**config.mk**
```make
export PLATFORM = sky130hd
export DESIGN_NAME = dot_accum_ctrl
export DESIGN_NICKNAME = d
export VERILOG_FILES = /design/src/rtl/gemm_acc_pkg.sv /design/src/rtl/adder_4in.sv /design/src/rtl/dot_accum_ctrl.sv
export SDC_FILE = /design/constraint.sdc
export NUM_CORES = 1
export LEC_CHECK = 0
export BUFFER_PORTS_ARGS = -buffer_cell sky130_fd_sc_hd__buf_2
export CAP_MARGIN = 20
export CORE_ASPECT_RATIO = 2
export CORE_UTILIZATION = 48
export DETAILED_ROUTE_END_ITERATION = 10
export GPL_TIMING_DRIVEN = 0
export PLACE_DENSITY = 0.77
export SLEW_MARGIN = 40
export SYNTH_ARGS = -nofsm -noshare
export SYNTH_HDL_FRONTEND = slang
export SYNTH_SLANG_ARGS = --single-unit
export TNS_END_PERCENT = 30
```
**constraint.sdc**
```tcl
create_clock -name clk -period 4.15 [get_ports clk]
set_input_delay 0.6225 -clock clk [delete_from_list [all_inputs] [get_ports clk]]
set_output_delay 0.6225 -clock clk [all_outputs]
set_load 0.05 [all_outputs]
```
**src/rtl/gemm_acc_pkg.sv**
```systemverilog
// Shared types and width helpers for the dot-product accumulator.
// Optional saturating accumulation is selected by DOT_ACCUM_SAT_EN (see dot_accum_ctrl).
package gemm_acc_pkg;

  typedef enum logic [1:0] {
    ST_IDLE  = 2'd0,
    ST_ACCUM = 2'd1,
    ST_DONE  = 2'd2
  } acc_state_e;

  function automatic int lane_width(input int sig_width, input int low_expand);
    return sig_width + 4 + low_expand;
  endfunction

  function automatic int acc_width(input int sig_width, input int low_expand, input int acc_ext);
    return lane_width(sig_width, low_expand) + acc_ext;
  endfunction

endpackage

```
**src/rtl/adder_4in.sv**
```systemverilog
// Four-lane unsigned adder; the result wraps modulo 2^W (carry out is dropped).
module adder_4in
  import gemm_acc_pkg::*;
#(
  parameter int sigWidth   = 4,
  parameter int low_expand = 2,
  localparam int W = lane_width(sigWidth, low_expand)
) (
  input  logic [4*W-1:0] lanes_i,
  output logic [W-1:0]   sum_o
);

  assign sum_o = lanes_i[W-1:0] + lanes_i[2*W-1:W] + lanes_i[3*W-1:2*W] + lanes_i[4*W-1:3*W];

endmodule

```
**src/rtl/dot_accum_ctrl.sv**
```systemverilog
// Beat-serial dot-product accumulator with valid/ready in and out.
// Build option DOT_ACCUM_SAT_EN: saturating accumulation with a sticky out_sat flag.
//   state    | meaning
//   ST_IDLE  | waiting for the first beat of a dot product
//   ST_ACCUM | adding further beats until the latched beat count is reached
//   ST_DONE  | result held on out_significand until the consumer takes it
module dot_accum_ctrl
  import gemm_acc_pkg::*;
#(
  parameter int sigWidth   = 4,
  parameter int low_expand = 2,
  parameter int MAX_BEATS  = 8,
  parameter int ACC_EXT    = 1,
  localparam int W  = lane_width(sigWidth, low_expand),
  localparam int AW = acc_width(sigWidth, low_expand, ACC_EXT),
  localparam int BW = $clog2(MAX_BEATS)
) (
  input  logic           clk,
  input  logic           rst,
  input  logic           flush,
  input  logic [BW-1:0]  cfg_beats,
  input  logic           in_valid,
  output logic           in_ready,
  input  logic [4*W-1:0] in_sigOffset,
  output logic           out_valid,
  input  logic           out_ready,
  output logic [AW-1:0]  out_significand,
  output logic           out_sat
);

  acc_state_e    state_q, state_d;
  logic [AW-1:0] acc_q, acc_d;
  logic [BW-1:0] cnt_q, cnt_d;
  logic [BW-1:0] cfg_q, cfg_d;
  logic [W-1:0]  lane_sum;
  logic [AW-1:0] lane_ext;
  logic [AW-1:0] acc_add;
  logic          accept;

  adder_4in #(
    .sigWidth  (sigWidth),
    .low_expand(low_expand)
  ) u_adder (
    .lanes_i(in_sigOffset),
    .sum_o  (lane_sum)
  );

  assign lane_ext  = AW'(lane_sum);
  assign in_ready  = (state_q != ST_DONE);
  assign out_valid = (state_q == ST_DONE);
  assign accept    = in_valid && in_ready;
  assign out_significand = acc_q;

`ifdef DOT_ACCUM_SAT_EN
  logic [AW:0] sum_wide;
  logic        sat_q;

  assign sum_wide = {1'b0, acc_q} + {1'b0, lane_ext};
  assign acc_add  = sum_wide[AW] ? {AW{1'b1}} : sum_wide[AW-1:0];
  assign out_sat  = sat_q;

  // Sticky per dot product: cleared on its first beat, set by any clipped add.
  always_ff @(posedge clk) begin
    if (rst || flush) begin
      sat_q <= 1'b0;
    end else if (accept && state_q == ST_IDLE) begin
      sat_q <= 1'b0;
    end else if (accept && state_q == ST_ACCUM && sum_wide[AW]) begin
      sat_q <= 1'b1;
    end
  end
`else
  assign acc_add = acc_q + lane_ext;
  assign out_sat = 1'b0;
`endif

  always_ff @(posedge clk) begin
    if (rst) begin
      state_q <= ST_IDLE;
      acc_q   <= '0;
      cnt_q   <= '0;
      cfg_q   <= '0;
    end else begin
      state_q <= state_d;
      acc_q   <= acc_d;
      cnt_q   <= cnt_d;
      cfg_q   <= cfg_d;
    end
  end

  always_comb begin
    state_d = state_q;
    acc_d   = acc_q;
    cnt_d   = cnt_q;
    cfg_d   = cfg_q;
    // Flush outranks both the input beat and the output handshake.
    if (flush) begin
      state_d = ST_IDLE;
      acc_d   = '0;
      cnt_d   = '0;
    end else begin
      unique case (state_q)
        ST_IDLE: begin
          if (accept) begin
            cfg_d   = cfg_beats;
            acc_d   = lane_ext;
            cnt_d   = '0;
            state_d = (cfg_beats == '0) ? ST_DONE : ST_ACCUM;
          end
        end
        ST_ACCUM: begin
          if (accept) begin
            acc_d = acc_add;
            cnt_d = cnt_q + 1'b1;
            if ((cnt_q + 1'b1) == cfg_q) state_d = ST_DONE;
          end
        end
        ST_DONE: begin
          if (out_ready) state_d = ST_IDLE;
        end
        default: state_d = ST_IDLE;
      endcase
    end
  end

endmodule

```
### After elaboration in Yosys (flattened, before gate mapping)

Cells that the tools add are included.

| cells by class | value |
|---|---|
| mux-type cells | 12 |
| reductions and logical operators | 8 |
| equal/unequal tests | 8 |
| bitwise gates (word level) | 1 |
| add/subtract/negate cells | 5 |

Operator list:

| operator | number |
|---|---|
| 10-bit adder | 3 |
| 11-bit 2-to-1 mux | 2 |
| 11-bit one-hot mux with 2 select lines | 1 |
| 11-bit by 10-bit adder with 11-bit output | 1 |
| 2-bit 2-to-1 mux | 5 |
| 2-bit != test, second input constant | 4 |
| 3-bit 2-to-1 mux | 2 |
| 2-bit one-hot mux with 3 select lines | 1 |
| 3-bit one-hot mux with 2 select lines | 1 |
| 3-bit AND reduction | 2 |
| 4-bit AND reduction | 1 |
| 3-bit by 1-bit adder with 3-bit output, second input constant | 1 |
| 3-bit equality test | 1 |
| 3-bit zero test | 1 |
| 2-bit by 1-bit equality test with 1-bit output, second input constant | 1 |
| 2-bit equality test, second input constant | 1 |
| 2-bit zero test | 1 |
| 2-bit by 1-bit != test with 1-bit output, second input constant | 1 |
| 2-bit nonzero test | 1 |
| 2-bit OR reduction | 1 |
| 1-bit logical AND | 1 |
| 1-bit NOT | 1 |

| storage, ports and cells | value |
|---|---|
| flip-flop bits (word level) | 19 |
| input port bits | 48 |
| output and inout bits | 14 |

### Logic depth before layout (Yosys ltp)

Gate-level depths: netlist (run 1).

| depth | value |
|---|---|
| word-level depth | 6 |
| depth in mapped cells | 17 |
| gate-level depth less buffers | 17 |

### Hierarchy

Synthesis (run 1) repeated with hierarchy kept, for this count alone.

| unflattened totals | value |
|---|---|
| cells, all modules | 261 |
| area total of the unflattened synthesis | 2170.8 µm² |

Modules (own cells, without submodules):

| module | instances | cells an instance | area each (µm²) | seq. area each (µm²) |
|---|---|---|---|---|
| dot_accum_ctrl | 1 | 155 | 1281.2 | 380.4 |
| adder_4in | 1 | 106 | 889.6 | 0.0 |

### Worst setup path before layout (run 1)

OpenSTA, ideal clock, no wires.

| timing | value |
|---|---|
| kind | input to register |
| start point | in in_sigOffset[1] |
| end point | reg acc_q[10] (netlist: out_significand[10]) |
| setup slack | 0.027 ns |
| library setup time | 0.074 ns |
| required time | 4.076 ns |
| arrival | 4.049 ns |
| cell stages on the path | 17 |
| cells stage by stage | inv_1 > fa_1 > inv_1 > fa_1 > ha_1 > fa_1 > a211oi_1 > nor2_1 > o21a_1 > nor2_1 > xnor2_1 > ha_1 > o211ai_1 > nand2_1 > nand4_1 > a211o_1 > a31oi_1 |

| between the ends | value |
|---|---|
| word-level cells in the longest chain between the ends | 6 |

RTL lines:

| element | line | text |
|---|---|---|
| from (decl) | dot_accum_ctrl.sv:24 | `input logic [4*W-1:0] in_sigOffset,` |
| 10-bit adder (3 in series) | adder_4in.sv:13 | `assign sum_o = lanes_i[W-1:0] + lanes_i[2*W-1:W] + lanes_i[3*W-1:2*W] + lanes_i[4*W-1:3*W];` |
| 11-bit by 10-bit adder with 11-bit output | dot_accum_ctrl.sv:73 | `assign acc_add = acc_q + lane_ext;` |
| 11-bit 2-to-1 mux | dot_accum_ctrl.sv:112 | `if (accept) begin` |
| 11-bit one-hot mux with 2 select lines | dot_accum_ctrl.sv:102 | `unique case (state_q)` |
| to (signal assigned) | dot_accum_ctrl.sv:80 | `acc_q <= '0;` |
| to (signal assigned) | dot_accum_ctrl.sv:85 | `acc_q <= acc_d;` |
| to (decl) | dot_accum_ctrl.sv:32 | `logic [AW-1:0] acc_q, acc_d;` |

Every way passes these cells. The select of a mux whose other input is x is not followed.
A chain may end at the register's enable or synchronous reset.

### Final worst setup path (run 1)

| timing | value |
|---|---|
| start point | in in_sigOffset[1] |
| end point | reg acc_q[9] (netlist: out_significand[9]) |

| between the ends | value |
|---|---|
| word-level cells in the longest chain between the ends | 6 |

RTL lines:

| element | line |
|---|---|
| 10-bit adder * (3 in series) | adder_4in.sv:13 |
| 11-bit by 10-bit adder with 11-bit output | dot_accum_ctrl.sv:73 |
| 11-bit 2-to-1 mux | dot_accum_ctrl.sv:112 |
| 11-bit one-hot mux with 2 select lines * | dot_accum_ctrl.sv:102 |

Every way passes the cells marked *; elsewhere a longest branch is shown, timed or not. The select of a mux whose other input is x is not followed.

==> results of run 1 <==
layout by cell type, fill, tap and decap left out, types with 4 or more instances in the layout:
cell       n
nor2_1    21
a21o_1     5
ha_1      19
o21ai_0   12
inv_1     45
fa_1      18
nand2_1   13
o21a_1     5
a21oi_1   16
a211oi_1   6
xor2_1     4
dfxtp_1   19
nor2b_1    4
buf_2     61
buf_4      6
xnor2_1   15
stage by stage:
stage | cells | power, mW | setup slack, ns | area (sq um)
3_3_place_gp | 383 | 0.998 | -0.347 | 2610
5_1_grt | 392 | 1.36 | -0.0212 | 2760
6_report | 392 | 1.26 | 0.0954 | 2760
2_1_floorplan | 269 | 0.860 | 0.0265 | 2240
3_5_place_dp | 383 | 1.02 | -0.431 | 2610
4_1_cts | 388 | 1.18 | 0.00125 | 2670
cell type report:
type                       count  area [sq um]  share of cell area, %
buffer                         6          30.0                   1.09
sequential                    19           380                   13.8
multi-input combinational    196          1710                   62.0
inverter                      48           180                   6.52
timing repair buffer          65           344                   12.5
tap                           54          67.6                   2.45
clock inverter                 1          5.00                  0.181
clock buffer                   3          41.3                   1.49
worst max-delay path by stage:
| stage | startpoint | endpoint |
|---|---|---|
| final | in_sigOffset[1] | out_significand[9] |
| after global routing | in_sigOffset[1] | out_significand[10] |
| after CTS | in_sigOffset[1] | out_significand[10] |
| after detailed placement | in_sigOffset[1] | out_significand[10] |
| after global placement | in_sigOffset[1] | out_significand[10] |
| after floorplan | in_sigOffset[1] | out_significand[10] |
cell families after synthesis:
group / count (synthesis) / synth area share [%]
AO/OA/AOI/OAI: 71 / 21.9
adder cells (fa/ha/maj): 41 / 29.2
flip-flops: 19 / 17.0
buffers and inverters: 54 / 9.37
XOR/XNOR: 20 / 7.81
multiplexers: 4 / 1.84
other: 1 / 0.167
AND/OR/NAND/NOR: 59 / 12.7
routing by layer:
layer / global-route usage, % / wire length (um)
met5: 0 / 0
met4: 10.3 / 135
met3: 2.16 / 156
met2: 44.7 / 2940
met1: 22.1 / 1850
what timing repair did:
item                       4_1_cts  5_1_grt
hold buffers                     0        0
setup endpoints to repair        3        4
setup buffers                    1        4
pin swaps                        1       14
resized for setup                3       15
critical path, stage by stage:
cell and delay (ns):
buf_6 0.07, inv_2 0.03, fa_1 0.54, inv_2 0.04, fa_1 0.51, ha_4 0.20, fa_2 0.38, a21o_1 0.19
a211oi_1 0.28, nor2_1 0.10, ha_2 0.22, a2111oi_2 0.36, o21ai_1 0.18, a41oi_2 0.18, xnor2_1 0.08, o221a_1 0.21
flip-flops by register name, summed over array words and instances, names as in the netlist:
register and count:
out_significand 11, state_q 2, cnt_q 3, cfg_q 3
power breakdown:
part	leakage, nW	switching [mW]	internal, mW
Sequential	0.155	0.0106	0.194
Combinational	1.22	0.505	0.414
Clock	0.0255	0.0655	0.0669
==> results_dict.tcl, run 1 <==
set metrics [dict create \
    leakage_nw 1.40 \
    min_to "cnt_q[1]" \
    synth_area_leaders "dfxtp_1 (17%), fa_1 (17%), ha_1 (12%)" \
    synth.cell_area_sq_mm 0.00224 \
    cap_violations 0 \
    die-area_sq_mm 0.00496 \
    dr.pass1.iters 4 \
    place_hpwl_um 4120 \
    avgViaCountPerCell 5.43 \
    insertion_delay_ns 0.26 \
    portBuffers 60 \
    rows 34 \
    synth_top_area_cell "dfxtp_1" \
    grt_antenna_before_repair 0 \
    yosysUniqueCellTypes 50 \
    ir_worst_vdd_uv 228 \
    cts-buffers-inserted 3 \
    fin_nets 428 \
    drive_above_1_share_pct 28.7 \
    syn-num-nets 358 \
    hold_ws_ns 0.474 \
    grt_max_degree 12 \
    cts_tree "built" \
    outcome "finished clean" \
    rr_endpoint "out_significand[6]" \
    start_util_pct 50.7 \
    fillers 428 \
    finalCriticalPeriod_ns 4.05 \
    yosysTopAreaCellShare_pct 17.0 \
    r2r_cells 7 \
    fp.dieW_um 50.3 \
    final_max_slew_viol_count 0 \
    synthArstFlopShare_pct 0 \
    netlist_top_cells_count "inv_1 (48), nor2_1 (23), ha_1 (22)" \
    diodes 0 \
    synth_edf_count 0 \
    critPathMaxFanout 5 \
    fin_skew_ns 0.00226 \
    reg2reg_from "out_significand[0]" \
    rsz0062_at_grt "yes" \
    tightest_slew_ns 0.522 \
    hold_depth 2 \
    gp_congestion 0.906 \
    end_kind "flop" \
    finalCritPeriodShare_pct 97.7 \
    relSlewSlack_pct 65.1 \
    min_from "cnt_q[1]" \
    clock_sinks 19 \
    first_global_vias 2161 \
    setup_viol 0 \
    io_pins 62 \
    grt.overflow.total 0 \
    powerDensity_mw_per_mm2 455 \
    syn2layout_area_growth_pct 23.2 \
    synth.most_common_cell "inv_1" \
    cts.clk_slew.worst_paths_ns 0.07 \
    die_y_um 98.7 \
    ys.flop_type "dfxtp_1" \
    hold_class "flop to flop" \
    drt_iter0_markers 45 \
    ant_nets 0 \
    grt_use_total_pct 22.6 \
    regToRegSetupSlack_ns 2.05 \
    wl_um 5080 \
    finalSetupTns_ns 0 \
    seq_area_frac_synth_pct 17.0 \
    syn-instance-count 269 \
    root_buffer "clkbuf_8" \
    max_freq_mhz 247 \
    syn_area_per_cell_sq_um 8.34 \
    grt_pass1_wl_um 8890 \
    path_class "input port to flop" \
    synth-seq-cells 19 \
    clock_path_buffers 2 \
    finalHoldViolCount 0 \
    yosysWarnings 0 \
    cts_max_level 1 \
    cp.required_ns 4.30 \
    vias 2130 \
    drc 0 \
    wire_per_inst_um 13.0 \
    crit_arrival_ns 4.21 \
    final_core_util_pct 62.4 \
    start_kind "input port" \
    core_sq_mm 0.00442 \
]
(Power assumes the default switching activity.)
==> run 2, diff against run 1 <==
--- a/config.mk
+++ b/config.mk
@@ -12,6 +12,7 @@
 export DETAILED_ROUTE_END_ITERATION = 10
 export GPL_TIMING_DRIVEN = 0
 export PLACE_DENSITY = 0.77
+export RECOVER_POWER = 100
 export SLEW_MARGIN = 40
 export SYNTH_ARGS = -nofsm -noshare
 export SYNTH_HDL_FRONTEND = slang
==> results_dict.tcl, run 2 (synthesis results as in run 1) <==
set metrics [dict create \
    dr.pass1.iters 4 \
    fin_nets 428 \
    max_freq_mhz 247 \
    rsz0062_at_grt "yes" \
    first_global_vias 2161 \
    tightest_slew_ns 0.632 \
    gp_congestion 0.906 \
    cts.clk_slew.worst_paths_ns 0.08 \
    core_sq_mm 0.00442 \
    syn2layout_area_growth_pct 22.0 \
    cp.required_ns 4.31 \
    cts-buffers-inserted 3 \
    cts_tree "built" \
    grt.overflow.total 0 \
    start_util_pct 50.7 \
    insertion_delay_ns 0.26 \
    largest_register_ff_count 11 \
    r2r_cells 7 \
    ant_nets 0 \
    root_buffer "clkbuf_8" \
    path_class "input port to flop" \
    die_y_um 98.7 \
    design_area_sq_mm 0.00274 \
    ir_worst_vdd_uv 228 \
    grt_use_total_pct 22.6 \
    place_hpwl_um 4120 \
    io_pins 62 \
    clock_path_buffers 2 \
    cap_violations 0 \
    grt_antenna_before_repair 0 \
    vias 2138 \
    wl_um 5130 \
    drt_iter0_markers 34 \
    finalHoldViolCount 0 \
    powerDensity_mw_per_mm2 458 \
    drive_above_1_share_pct 23.4 \
    final_max_slew_viol_count 0 \
    outcome "finished clean" \
    fp.dieW_um 50.3 \
    instances_no_fill 392 \
    relSlewSlack_pct 58.1 \
    die-area_sq_mm 0.00496 \
    leakage_nw 1.33 \
    worst_path_max_delay_cell "fa_1" \
    fin_ws_ns 0.108 \
    dp.cells 383 \
    clock_sinks 19 \
    final_core_util_pct 61.8 \
    hold_class "flop to flop" \
    avgViaCountPerCell 5.45 \
    critPathMaxFanout 4 \
    start_kind "input port" \
    grt_max_degree 12 \
    worstPathCellList "buf_6 > inv_2 > fa_1 > inv_2 > fa_1 > ha_4 > fa_2 > a211oi_2 > nor2_2 > o21a_1 > nor2_2 > xnor2_1 > ha_1 > buf_4 > buf_4 > a41oi_2 > xnor2_1 > o221a_1" \
    crit_arrival_ns 4.20 \
    finalCritPeriodShare_pct 97.4 \
    grt_pass1_wl_um 8890 \
    portBuffers 60 \
    end_kind "flop" \
    placed_area_sq_mm 0.00261 \
    drc 0 \
    cts.hold.buffers_added 0 \
    hold_depth 2 \
    fin_skew_ns 0.00335 \
    place_ws_ns -0.431 \
    finalCriticalPeriod_ns 4.04 \
    finalSetupTns_ns 0 \
    final_cell_mix "inv_1 (45), buf_2 (45), nor2_1 (21)" \
    critPathMaxStageDelay_ns 0.54 \
    diodes 0 \
    rows 34 \
    cts_max_level 1 \
    setup_viol 0 \
    wire_per_inst_um 13.1 \
    fillers 432 \
]
==> run 2: cell types whose count changed in the layout (fill, tap and decap cells not counted) <==
cell,change
and2_1,-1
clkbuf_1,+17
and2_0,+1
nor3_1,+1
clkbuf_2,-1
nor3_2,-1
buf_2,-16
==> run 2: area by class of cell <==
class | instances | area, sq um | area share (%)
Multi-Input combinational cell | 196 | 1710 | 62.5
Clock buffer | 3 | 41.3 | 1.51
Buffer | 6 | 27.5 | 1.01
Clock inverter | 1 | 5.00 | 0.183
Sequential cell | 19 | 380 | 13.9
Tap cell | 54 | 67.6 | 2.47
Inverter | 48 | 180 | 6.58
Timing Repair Buffer | 65 | 325 | 11.9
==> run 2: metal layers <==
layer	up-vias	routed length (um)	share of wire (%)	GRT usage, %
met4	0	135	2.6	10.3
met1	1018	1910	37	22.1
met3	11	143	2.8	2.16
met5	-	0	0	0
li1	1049	-	-	-
met2	60	2940	57	44.7
==> run 2: path summary, 6_finish.rpt <==
check	slack, ns	end	from
worst max register to register	2.05	out_significand[6]	out_significand[0]
worst min-delay path	0.48	cnt_q[1]	cnt_q[1]
worst min register to register	0.48	cnt_q[1]	cnt_q[1]
worst max-delay path	0.11	out_significand[9]	in_sigOffset[1]
==> run 2: critical path: cells and delay by family <==
family / cells / cell delay, ns
xor gates and xnor gates: 2 / 0.20
adders and majority gates: 5 / 1.91
and+or+nand+nor: 2 / 0.19
buffers and inverters: 5 / 0.42
AOI/OAI and AO/OA: 4 / 0.85
==> run 2: what timing repair did <==
action	4_1_cts	5_1_grt
gates resized for setup	3	15
endpoints found under the setup margin	3	4
pin swaps	1	14
buffers inserted	1	4
==> run 2: report_power, final <==
part | internal (mW) | switching, mW | total, mW | leakage [nW]
Sequential | 0.194 | 0.0110 | 0.205 | 0.155
Clock | 0.0669 | 0.0660 | 0.133 | 0.0255
Combinational | 0.410 | 0.506 | 0.916 | 1.15
Total | 0.671 | 0.583 | 1.25 | 1.33
==> run 2: through the flow <==
stage                     hold slack [ns]  power (mW)
after floorplan                     0.436       0.860
after global placement              0.452       0.998
after detailed placement            0.466        1.02
after CTS                           0.476        1.18
after global routing                0.488        1.36
final                               0.475        1.25
==> run 3, diff against run 2 <==
--- a/config.mk
+++ b/config.mk
@@ -5,9 +5,11 @@
 export SDC_FILE = /design/constraint.sdc
 export NUM_CORES = 1
 export LEC_CHECK = 0
-export BUFFER_PORTS_ARGS = -buffer_cell sky130_fd_sc_hd__buf_2
+export ABC_CLOCK_PERIOD_IN_PS = 4150
+export BUFFER_PORTS_ARGS = -buffer_cell sky130_fd_sc_hd__clkbuf_2
 export CAP_MARGIN = 20
 export CORE_ASPECT_RATIO = 2
+export CORE_MARGIN = 2
 export CORE_UTILIZATION = 48
 export DETAILED_ROUTE_END_ITERATION = 10
 export GPL_TIMING_DRIVEN = 0
==> results_dict.tcl, run 3 (synthesis results as in run 1) <==
set metrics [dict create \
    grt_max_degree 12 \
    grt_antenna_before_repair 0 \
    placed_area_sq_mm 0.00261 \
    drive_above_1_share_pct 21.5 \
    critPathMaxStageDelay_ns 0.53 \
    worstPathCellList "clkbuf_2 > inv_1 > fa_1 > inv_1 > fa_1 > ha_2 > fa_2 > a211oi_2 > nor2_2 > o21a_1 > nor2_1 > xnor2_1 > ha_1 > o211ai_1 > nand2_1 > nand4_1 > a211o_1 > a31oi_1" \
    final_max_slew_viol_count 0 \
    path_class "input port to flop" \
    portBuffers 60 \
    critPathMaxFanout 4 \
    dr.pass1.iters 4 \
    diodes 0 \
    fin_ws_ns 0.0620 \
    start_kind "input port" \
    fp.dieW_um 52.3 \
    cts.clk_slew.worst_paths_ns 0.08 \
    cts_tree "built" \
    fin_skew_ns 0.00526 \
    grt_pass1_wl_um 9010 \
    final_core_util_pct 59.0 \
    largest_register_ff_count 11 \
    final_common_cell "inv_1" \
    core_sq_mm 0.00455 \
    design_area_sq_mm 0.00269 \
    insertion_delay_ns 0.27 \
    first_global_vias 2186 \
    outcome "finished clean" \
    rows 35 \
    clock_path_buffers 2 \
    grt.overflow.total 0 \
    hold_ws_ns 0.471 \
    wire_per_inst_um 13.0 \
    finalCritPeriodShare_pct 98.5 \
    tightest_slew_ns 0.640 \
    place_ws_ns -0.390 \
    drt_iter0_markers 50 \
    cap_violations 0 \
    max_freq_mhz 245 \
    rsz0062_at_grt "yes" \
    cts-buffers-inserted 3 \
    root_buffer "clkbuf_8" \
    start_util_pct 49.2 \
    powerDensity_mw_per_mm2 456 \
    crit_arrival_ns 4.28 \
    gp_congestion 0.929 \
    finalCriticalPeriod_ns 4.09 \
    leakage_nw 1.33 \
    fin_nets 425 \
    die_y_um 101 \
    vias 2108 \
    cts_max_level 1 \
    end_kind "flop" \
    drc 0 \
    setup_viol 0 \
    finalHoldViolCount 0 \
    relSlewSlack_pct 57.5 \
    ir_worst_vdd_uv 282 \
    cp.required_ns 4.34 \
    hold_class "flop to flop" \
    place_hpwl_um 4270 \
    final_cell_mix "inv_1 (48), clkbuf_2 (45), nor2_1 (22)" \
    clock_sinks 19 \
    wl_um 5080 \
    grt_use_total_pct 21.8 \
    worst_path_max_delay_cell "fa_1" \
    ant_nets 0 \
    io_pins 62 \
    syn2layout_area_growth_pct 19.8 \
    die-area_sq_mm 0.00527 \
    avgViaCountPerCell 5.41 \
]
-- run 3: report_power, final --
| part | internal [mW] | switching [mW] | leakage, nW |
|---|---|---|---|
| clock network | 0.0670 | 0.0692 | 0.0255 |
| registers | 0.194 | 0.0107 | 0.155 |
| logic | 0.389 | 0.494 | 1.15 |
| total | 0.650 | 0.574 | 1.33 |
-- run 3: critical path: cells and delay by family --
kind	cells	cell delay, ns
AO/OA/AOI/OAI	5	1.01
adder cells (fa/ha/maj)	5	1.92
XOR/XNOR	1	0.08
buffers and inverters	3	0.18
AND/OR/NAND/NOR	4	0.47
-- run 3: timing repair --
item                                    in CTS  in global routing
pin swaps                                    1                  4
hold buffers                                 0                  0
endpoints found under the setup margin       4                  5
gates resized for setup                      3                  8
setup buffers                                1                  1
-- run 3: routing by layer --
metal / vias to the layer above / track usage (%) / part of all wire (%)
met5: - / 0 / 0
met3: 10 / 1.34 / 3.1
met4: 0 / 8.48 / 2.2
li1: 1041 / - / -
met1: 1006 / 22.0 / 36
met2: 51 / 43.2 / 59
-- run 3: worst paths after layout --
kind	start	endpoint	slack, ns	cells after the start
max	in_sigOffset[1]	out_significand[10]	0.06	18
min	cnt_q[1]	cnt_q[1]	0.47	2
max reg2reg	out_significand[0]	out_significand[6]	2.07	7
min reg2reg	cnt_q[1]	cnt_q[1]	0.47	2
-- run 3: metrics by stage --
| step | power [mW] | setup TNS (ns) | cells |
|---|---|---|---|
| after global placement | 0.999 | -1.25 | 384 |
| after detailed placement | 1.03 | -1.48 | 384 |
| after CTS | 1.18 | -0.00664 | 389 |
| final | 1.22 | 0 | 390 |
| after floorplan | 0.860 | 0 | 269 |
| after global routing | 1.33 | -0.364 | 390 |
-- run 3: layout make-up --
| cell class | instances | area [sq um] |
|---|---|---|
| buffer | 6 | 27.5 |
| clock buffer | 3 | 41.3 |
| clock inverter | 1 | 5.00 |
| fill | 441 | 1870 |
| inverter | 48 | 180 |
| multi-input combinational | 196 | 1690 |
| sequential | 19 | 380 |
| tap | 55 | 68.8 |
| timing repair buffer | 62 | 297 |
